`src/rtl/fnd_pkg.sv`:
```
// Shared definitions for the FND display path (digit demux and scanner).
//   DATA_W : width of one displayed digit (BCD/hex nibble)
//   N_DIG  : number of digit slots on the display
//   PTR_W  : width of a digit slot index
package fnd_pkg;

    localparam int unsigned DATA_W = 4;
    localparam int unsigned N_DIG  = 4;
    localparam int unsigned PTR_W  = 2;

    typedef logic [DATA_W-1:0] digit_t;
    typedef logic [PTR_W-1:0]  ptr_t;

endpackage

```
`src/rtl/digit_demux_1x4_wrap_counter.sv`:
```
// wrap_counter: free-wrapping up counter with enable and synchronous clear.
//   i_clk   : clock, rising edge
//   i_reset : synchronous active-high reset
//   i_clear : synchronous clear (same effect as reset)
//   i_en    : advance the count by one this cycle
//   o_count : current count
//   o_wrap  : one-cycle pulse on the cycle after an enabled step from all-ones
module wrap_counter
    import fnd_pkg::*;
#(
    parameter int unsigned W = PTR_W
) (
    input  logic         i_clk,
    input  logic         i_reset,
    input  logic         i_clear,
    input  logic         i_en,
    output logic [W-1:0] o_count,
    output logic         o_wrap
);

    logic [W-1:0] count_q, count_d;
    logic         wrap_q, wrap_d;

    always_comb begin
        count_d = count_q;
        wrap_d  = 1'b0;
        if (i_en) begin
            count_d = count_q + 1'b1;
            wrap_d  = (count_q == '1);
        end
    end

    always_ff @(posedge i_clk) begin
        if (i_reset || i_clear) begin
            count_q <= '0;
            wrap_q  <= 1'b0;
        end else begin
            count_q <= count_d;
            wrap_q  <= wrap_d;
        end
    end

    assign o_count = count_q;
    assign o_wrap  = wrap_q;

endmodule

```
`src/rtl/digit_demux_1x4.sv`:
```
// digit_demux_1x4: registered 1-to-4 demultiplexer holding four display digits.
//   i_clk        : clock, rising edge
//   i_reset      : synchronous active-high reset
//   i_data       : digit value to write
//   i_valid      : write strobe
//   i_sel        : target slot in manual mode
//   i_auto       : 1 = target is internal pointer, 0 = target is i_sel
//   i_clear      : synchronous clear of all slots and the pointer
//   o_digits     : held digits, slot k at [k*DATA_W +: DATA_W]
//   o_wr_strobe  : one-hot of the slot written last cycle
//   o_ptr        : current auto write pointer
//   o_frame_done : one-cycle pulse after slot 3 is written in auto mode
module digit_demux_1x4
    import fnd_pkg::*;
#(
    parameter int unsigned DATA_W = fnd_pkg::DATA_W,
    parameter int unsigned N_DIG  = fnd_pkg::N_DIG
) (
    input  logic                    i_clk,
    input  logic                    i_reset,
    input  logic [DATA_W-1:0]       i_data,
    input  logic                    i_valid,
    input  logic [1:0]              i_sel,
    input  logic                    i_auto,
    input  logic                    i_clear,
    output logic [N_DIG*DATA_W-1:0] o_digits,
    output logic [N_DIG-1:0]        o_wr_strobe,
    output logic [1:0]              o_ptr,
    output logic                    o_frame_done
);

    logic [N_DIG-1:0][DATA_W-1:0] digits_q, digits_d;
    logic [N_DIG-1:0]             strobe_q, strobe_d;
    ptr_t                         ptr;
    ptr_t                         target;
    logic                         ptr_en;

    // Pointer only advances on accepted auto-mode writes; clear/reset are
    // handled inside the counter, so a write dropped by clear never counts.
    assign ptr_en = i_valid && i_auto;

    wrap_counter #(
        .W (PTR_W)
    ) u_ptr (
        .i_clk   (i_clk),
        .i_reset (i_reset),
        .i_clear (i_clear),
        .i_en    (ptr_en),
        .o_count (ptr),
        .o_wrap  (o_frame_done)
    );

    assign target = i_auto ? ptr : ptr_t'(i_sel);

    always_comb begin
        digits_d = digits_q;
        strobe_d = '0;
        if (i_valid) begin
            for (int unsigned k = 0; k < N_DIG; k++) begin
                if (target == ptr_t'(k)) begin
                    digits_d[k] = i_data;
                    strobe_d[k] = 1'b1;
                end
            end
        end
    end

    always_ff @(posedge i_clk) begin
        if (i_reset || i_clear) begin
            digits_q <= '0;
            strobe_q <= '0;
        end else begin
            digits_q <= digits_d;
            strobe_q <= strobe_d;
        end
    end

    assign o_digits    = digits_q;
    assign o_wr_strobe = strobe_q;
    assign o_ptr       = ptr;

endmodule

```
`config.mk`:
```
export PLATFORM = sky130hd
export DESIGN_NAME = digit_demux_1x4
export DESIGN_NICKNAME = d
export VERILOG_FILES = /design/src/rtl/fnd_pkg.sv /design/src/rtl/digit_demux_1x4_wrap_counter.sv /design/src/rtl/digit_demux_1x4.sv
export SDC_FILE = /design/constraint.sdc
export NUM_CORES = 1
export LEC_CHECK = 0
export ABC_AREA = 0
export ABC_CLOCK_PERIOD_IN_PS = 3720
export CORE_UTILIZATION = 46
export CTS_CLUSTER_DIAMETER = 120
export CTS_CLUSTER_SIZE = 40
export DETAILED_ROUTE_END_ITERATION = 7
export GPL_TIMING_DRIVEN = 0
export PLACE_DENSITY = 0.82
export SYNTH_ARGS = -nofsm -noshare
export SYNTH_HDL_FRONTEND = slang
export SYNTH_SLANG_ARGS = --single-unit
```
`constraint.sdc`:
```
create_clock -name i_clk -period 3.72 [get_ports i_clk]
set_clock_uncertainty 0.05 [all_clocks]
set_input_delay 0.558 -clock i_clk [delete_from_list [all_inputs] [get_ports i_clk]]
set_output_delay 0.558 -clock i_clk [all_outputs]
set_load 0.02 [all_outputs]
```
# Yosys cells after proc, flatten, opt, wreduce, memory -nomap -nowiden
# Index checks and enable logic that the tools add are counted.
# totals
reg_bits,23
latch_bits,0
ram_bits,0
mem_bits_ro,0
out_inout_bits,23
wordCells,28
mem_count,0
# classes
add_sub_neg,1
mul,0
n_div,0
order_cmp,0
eq_ne,4
shift,0
n_mux,5
bitwise_logic,2
reduce_logical,9
# op_table
operator,count
$reduce_and A2 Y1,4
$eq A2 B2 Y1 const B,3
$mux W1,4
$reduce_or A2 Y1,2
$add A2 B1 Y2 const B,1
$eq A2 B1 Y1 const B,1
$logic_not A2 Y1,1
$mux W2,1
$not A1 Y1,2
$logic_and A1 B1 Y1,1
$logic_or A1 B1 Y1,1

# Depth between registers and ports, before layout
# Gate-level depths: netlist of the first run.
# logic_depth
depth_word,3
mapped_depth,4
mapped_depth_nobuf,3

# Modules after synthesis
# From an unflattened synthesis of the first run, not the netlist that was laid out.
# hier_totals
hier_cells,87
area_unflattened_um2,935.9
# modules_own_cells
module,instances,cells_per_inst,area_each_um2
digit_demux_1x4,1,77,815.8
wrap_counter,1,10,120.1

# Least setup slack after synthesis of the first run
# Ideal clock, no wire load.
# synth_timing
path_type,in2reg
from,in i_valid
to,"reg digits_q, in the netlist o_digits[0]"
setup_time_ps,72
arrival_time_ps,1294
required_ps,3598
setup_slack_ps,2304
stages,4
path_cell_list,and2_4 > buf_6 > a32oi_4 > mux2i_1
# synth_between
elab_chain_len,1
# synth_rtl
element,line,rtl
from (decl),digit_demux_1x4.sv:22,"input logic i_valid,"
$reduce_and A2 Y1 (no source line),-,
to (signal assigned),digit_demux_1x4.sv:73,digits_q <= digits_d;
to (decl),digit_demux_1x4.sv:32,"logic [N_DIG-1:0][DATA_W-1:0] digits_q, digits_d;"
# No other way between the ends.
# A chain may end at the register's enable or synchronous reset.

# Worst setup path in the final report of the first run
# layout_timing
from,reg u_ptr.count_q[1] (netlist: u_ptr.o_count[1])
to,out o_ptr[1]
# layout_rtl
element,line,rtl
from (decl),digit_demux_1x4_wrap_counter.sv:21,"logic [W-1:0] count_q, count_d;"
from (signal assigned),digit_demux_1x4_wrap_counter.sv:38,count_q <= count_d;
to (decl),digit_demux_1x4.sv:28,"output logic [1:0] o_ptr,"
# No word-level cell between the ends.

==> impl_metrics.tcl, run 1 <==
set metrics [dict create \
    min-delay-path-class "flip-flop to flip-flop" \
    clock_tree_from_tritoncts "yes" \
    critPathCaptureType "output port" \
    dpl.hpwl_um 1500 \
    worstSetupPathDepth 1 \
    post_route_wl_um 1960 \
    antenna_found_initial 0 \
    post_cts_resized 0 \
    leading_post_synthesis_cells_by_cell_area "dfxtp_1 48%, mux2i_1 17%, nand2_1 9.1%" \
    irDropWorstVdd_mv 0.223 \
    fin_crit_sh 0.581 \
    rsz_0062_raised_after_global_routing "false" \
    worst-setup-path-type "flip-flop to output port" \
    clock_tree.htree_level_count 1 \
    clk_pin_slew_worst_paths_ns 0.12 \
    rr_worst_depth 3 \
    cp-startpoint "u_ptr.o_count[1]" \
    syn_area_per_cell_um2 10.6 \
    setup_tns_ns 0 \
    cts_root_buf "clkbuf_4" \
    result_of_the_run "finished clean" \
    finalSetupViolations 0 \
    path_buf_inv 1 \
    ys_seq_area_frac 0.483 \
    r2r_slack_ns 2.27 \
    vias 748 \
    reg2reg_capture_point "o_digits[6]" \
    route.detailed.drc 0 \
    dp.cells 150 \
    final_max_slew_viol_count 0 \
    drive_above_1_share 0.118 \
    grt.overflow.total 0 \
    worstPathArrival_ns 1.55 \
    initial_utilization 0.486 \
    pin_count 34 \
    die-area_um2 2260 \
    crit_path_cell_trace "clkdlybuf4s50_1" \
    maxSlewHeadroom 0.705 \
    slowest_stage_cell_crit_path "clkdlybuf4s50_1" \
    timing_worst_slew_pin_value_ns 0.442 \
    synth.largest_area_cell "dfxtp_1" \
    via_count_of_the_first_global_routing_pass 678 \
    die_w_um 47.5 \
    wl_per_cell_um 12.7 \
    capture_point_of_the_worst_path "o_ptr[1]" \
    cp_top_family "buffers and inverters" \
    clk_buf_depth 2 \
    gp_routability_congestion 0.748 \
    fin_cells 154 \
    core-area_um2 1960 \
    die_span_in_y_um 47.5 \
    clock_latency_ns 0.30 \
    finalHoldViolCount 0 \
    final_nets 140 \
    timing.critical_path.fanout_max 8 \
    postSynthNetCount 102 \
    cts_setup_buffers 0 \
    startpoint_type "flip-flop" \
    synth_cells 90 \
    maxClockFrequency_mhz 463 \
    ys_ff_latch 23 \
    post_cts_hold_buffer_count 0 \
    numPortBuffers 33 \
    synth_cell_type_count 20 \
    cts.sink_count 23 \
    diodes_inserted 0 \
    flow.area_growth_from_synthesis_pct 41.1 \
    maximum_number_of_pins_on_one_net_before_global_route_repair 14 \
    synth-warning-count 0 \
    drtAntennaViolNets 0 \
    track_usage 0.188 \
    final.fill_count 172 \
    tritoncts.num_buffers 3 \
    placement_rows 16 \
    holdPathStages 2 \
    pwr_density_cell_nw_per_um2 311 \
    grt_pass1_wl_um 2980 \
    maxCapViolCount 0 \
    drt-pass1-iter-count 4 \
    via_per_inst 4.86 \
    r2r-start "u_ptr.o_count[1]" \
    crit_required_ns 3.11 \
    layout_min_cycle_time_ns 2.16 \
    post_synth_instance_area_um2 953 \
    leakage_nw 0.547 \
    cpPeakStageDelay_ns 0.69 \
    synth.top_cell.area_share 0.483 \
    drt_iter0_markers 8 \
]
==> placed cells by master (no fill, tap or decap), types with 2 or more instances in the layout <==
cell	Yosys	layout
dfxtp_1	23	23
nor2_1	8	8
a32oi_4	2	2
a31oi_4	2	2
clkbuf_4	0	3
inv_1	2	2
clkbuf_1	2	2
mux2i_1	16	16
nand2_1	23	23
clkdlybuf4s50_1	0	33
==> flip-flops by register name, summed over array words and instances (netlist names) <==
name	flops
u_ptr.o_count	2
o_digits	16
u_ptr.o_wrap	1
o_wr_strobe	4
==> stage by stage <==
step / worst slack, ns / total power, mW / hold WS (ns) / util / area (um^2)
5_1_grt: 1.48 / 0.438 / 0.444 / 0.686 / 1350
2_1_floorplan: 2.30 / 0.288 / 0.483 / - / 953
3_5_place_dp: 1.53 / 0.314 / 0.402 / 0.672 / 1320
3_3_place_gp: 1.57 / 0.313 / 0.396 / 0.672 / 1320
6_report: 1.56 / 0.418 / 0.419 / 0.686 / 1350
4_1_cts: 1.55 / 0.424 / 0.426 / 0.686 / 1350
==> cell usage after synthesis (all sizes together) <==
cell,count
xnor2,1
mux2i,16
clkbuf,2
dfxtp,23
or2,1
nor2,8
a32oi,2
nand2,23
a31oi,2
a21oi,1
buf,2
and4b,1
ha,1
and2,1
and3,1
a31o,1
and4bb,1
and2b,1
inv,2
==> worst min-delay path by stage <==
stage	from	endpoint	slack (ns)
CTS	o_digits[3]	o_digits[3]	0.43
detailed placement	o_digits[9]	o_digits[9]	0.40
floorplan	o_digits[8]	o_digits[8]	0.48
global route	o_digits[0]	o_digits[0]	0.44
global placement	o_digits[9]	o_digits[9]	0.40
finish	o_digits[8]	o_digits[8]	0.42
==> kinds of logic after synthesis <==
group | Yosys count | share of synthesized area
xor gates and xnor gates | 1 | 0.00919
muxes | 16 | 0.168
and+or+nand+nor | 37 | 0.178
buffers and inverters | 6 | 0.0315
AOI/OAI and AO/OA | 6 | 0.117
DFF | 23 | 0.483
adders and majority gates | 1 | 0.0131
==> metal layers <==
metal | up-vias | wire [um] | global-route usage
met1 | 353 | 857 | 0.229
met3 | 2 | 97 | 0.0264
li1 | 374 | - | -
met4 | 0 | 9 | 0.0686
met2 | 19 | 991 | 0.334
met5 | - | 0 | 0
==> where the power goes <==
group | total (mW) | switching [mW] | internal (mW)
sequential | 0.253 | 0.00264 | 0.250
combinational | 0.0553 | 0.0276 | 0.0278
clock | 0.110 | 0.0700 | 0.0400
==> tightest hold or removal path: cells and delay by family (launching register included) <==
| kind | cells | cell delay [ns] |
|---|---|---|
| multiplexers | 1 | 0.05 |
| AND/OR/NAND/NOR | 1 | 0.05 |
| flip-flops | 1 | 0.33 |
==> final cells by class <==
cell class	instances	area [um^2]	share of cell area
timing repair buffer	33	330	0.246
buffer	4	22.5	0.0167
clock inverter	1	5.00	0.00372
clock buffer	3	22.5	0.0167
inverter	2	7.51	0.00558
sequential	23	460	0.342
tap	27	33.8	0.0251
multi-input combinational	61	463	0.344
Note: power is estimated with default switching activity, not from simulation.
==> run 2, diff against run 1 <==
ABC_CLOCK_PERIOD_IN_PS = 1800   (was 3720)
CORE_UTILIZATION = 39   (was 46)
PLACE_DENSITY = 0.74   (was 0.82)
clock period = 1.8 ns   (was 3.72 ns; I/O delays follow)
==> impl_metrics.tcl, run 2 (synthesis results as in run 1) <==
set metrics [dict create \
    final_max_slew_viol_count 0 \
    fin_cells 155 \
    diodes_inserted 0 \
    cts.sink_count 23 \
    die_span_in_y_um 51.4 \
    clock_tree.htree_level_count 1 \
    via_count_of_the_first_global_routing_pass 759 \
    cts_root_buf "clkbuf_4" \
    seqCellArea_um2 463 \
    tritoncts.num_buffers 3 \
    capture_point_of_the_worst_path "o_ptr[0]" \
    via_per_inst 4.88 \
    vias 756 \
    dpl.hpwl_um 1530 \
    grt_pass1_wl_um 3330 \
    wl_per_cell_um 12.9 \
    track_usage 0.173 \
    pin_count 34 \
    clock_latency_ns 0.30 \
    clk_buf_depth 2 \
    maxCapViolCount 0 \
    initial_utilization 0.423 \
    crit_required_ns 1.48 \
    reg2reg_capture_point "o_digits[6]" \
    r2r_slack_ns 0.46 \
    drive_above_1_share 0.134 \
    antenna_found_initial 0 \
    grt.overflow.total 0 \
    fin_crit_sh 0.940 \
    worst-setup-path-type "flip-flop to output port" \
    finalHoldViolCount 0 \
    critPathCaptureType "output port" \
    slowest_stage_cell_crit_path "clkdlybuf4s50_1" \
    die-area_um2 2650 \
    timing.critical_path.fanout_max 7 \
    layout_min_cycle_time_ns 1.69 \
    cp_top_family "buffers and inverters" \
    drtAntennaViolNets 0 \
    pwr-share-seq 0.605 \
    numPortBuffers 33 \
    switchingPower_mw 0.207 \
    timing_worst_slew_pin_value_ns 0.432 \
    clock_power_share 0.262 \
    gp_routability_congestion 0.701 \
    combPwrFrac 0.133 \
    drt_iter0_markers 3 \
    finalSetupViolations 0 \
    post_route_wl_um 1990 \
    crit_path_cell_trace "clkdlybuf4s50_1" \
    final_common_cell "clkdlybuf4s50_1" \
    largest_register_ff_count 16 \
    cts_setup_buffers 0 \
    worst_hold_slack_ns 0.418 \
    clock_tree_from_tritoncts "yes" \
    min-delay-path-class "flip-flop to flip-flop" \
    clk_pin_slew_worst_paths_ns 0.12 \
    core-area_um2 2250 \
    maxSlewHeadroom 0.712 \
    final_nets 140 \
    route.detailed.drc 0 \
    drt-pass1-iter-count 4 \
    die_w_um 51.4 \
    cp-startpoint "u_ptr.o_count[0]" \
    path_buf_inv 1 \
    rsz_0062_raised_after_global_routing "false" \
    r2r-start "u_ptr.o_count[1]" \
    final.fill_count 222 \
    maxClockFrequency_mhz 591 \
    rr_worst_depth 3 \
    dp.cells 151 \
    irDropWorstVdd_mv 0.449 \
    pwr_density_cell_nw_per_um2 639 \
    startpoint_type "flip-flop" \
    result_of_the_run "finished clean" \
    multiInputGateArea_um2 463 \
    power.switching_fraction 0.239 \
    flow.area_growth_from_synthesis_pct 41.7 \
    p_int_mw 0.657 \
    worstSetupPathDepth 1 \
    cpPeakStageDelay_ns 0.63 \
    worstPathArrival_ns 1.37 \
    finalCoreUtilization 0.599 \
    leakage_nw 0.567 \
    layout_common_cells "32 x clkdlybuf4s50_1, 23 x nand2_1, 21 x dfxtp_1, 16 x mux2i_1, 8 x nor2_1" \
    maximum_number_of_pins_on_one_net_before_global_route_repair 14 \
    placement_rows 17 \
    post_cts_hold_buffer_count 0 \
]
run 2: worst min-delay path by stage:
stage	startpoint	end	slack, ns	cells after the start
3_3_place_gp	o_digits[15]	o_digits[15]	0.40	2
3_5_place_dp	o_digits[9]	o_digits[9]	0.40	2
5_1_grt	o_digits[0]	o_digits[0]	0.44	2
4_1_cts	o_digits[4]	o_digits[4]	0.43	2
2_1_floorplan	i_auto	u_ptr.o_count[1]	0.41	3
6_report	o_digits[4]	o_digits[4]	0.42	2
run 2: what timing repair did:
item,4_1_cts,5_1_grt
resized for setup,2,1
setup endpoints to repair,2,1
cloned,0,0
pin swaps,0,0
run 2: area by class of cell:
class,instances,share of cell area
well taps,28,0.0259
repair buffers,33,0.246
multi-input cells,61,0.343
clock inverters,1,0.00370
inverters,2,0.00556
clock buffers,3,0.0167
plain buffers,4,0.0167
flip-flops and latches,23,0.343
run 2: stage by stage:
step / cell area [um^2] / power [mW] / TNS [ns] / worst slack [ns]
after floorplan: 953 / 0.596 / 0 / 0.392
after global placement: 1320 / 0.647 / -0.749 / -0.0809
after detailed placement: 1320 / 0.649 / -1.01 / -0.105
after CTS: 1350 / 0.874 / 0 / 0.0568
after global routing: 1350 / 0.914 / 0 / 0.0503
final: 1350 / 0.863 / 0 / 0.109
run 2: power groups by stage:
stage / combinational (mW) / sequential (mW) / clock (mW)
floorplan: 0.0539 / 0.542 / 0
global placement: 0.114 / 0.533 / 0
detailed placement: 0.116 / 0.533 / 0
CTS: 0.116 / 0.522 / 0.235
global route: 0.123 / 0.524 / 0.267
finish: 0.115 / 0.522 / 0.226
run 2: metal layers:
metal,share of wire,GRT usage,vias up
met3,0.051,0.0417,2
met1,0.44,0.210,356
met2,0.50,0.284,20
li1,-,-,378
met5,0,0,-
met4,0.0085,0.0856,0
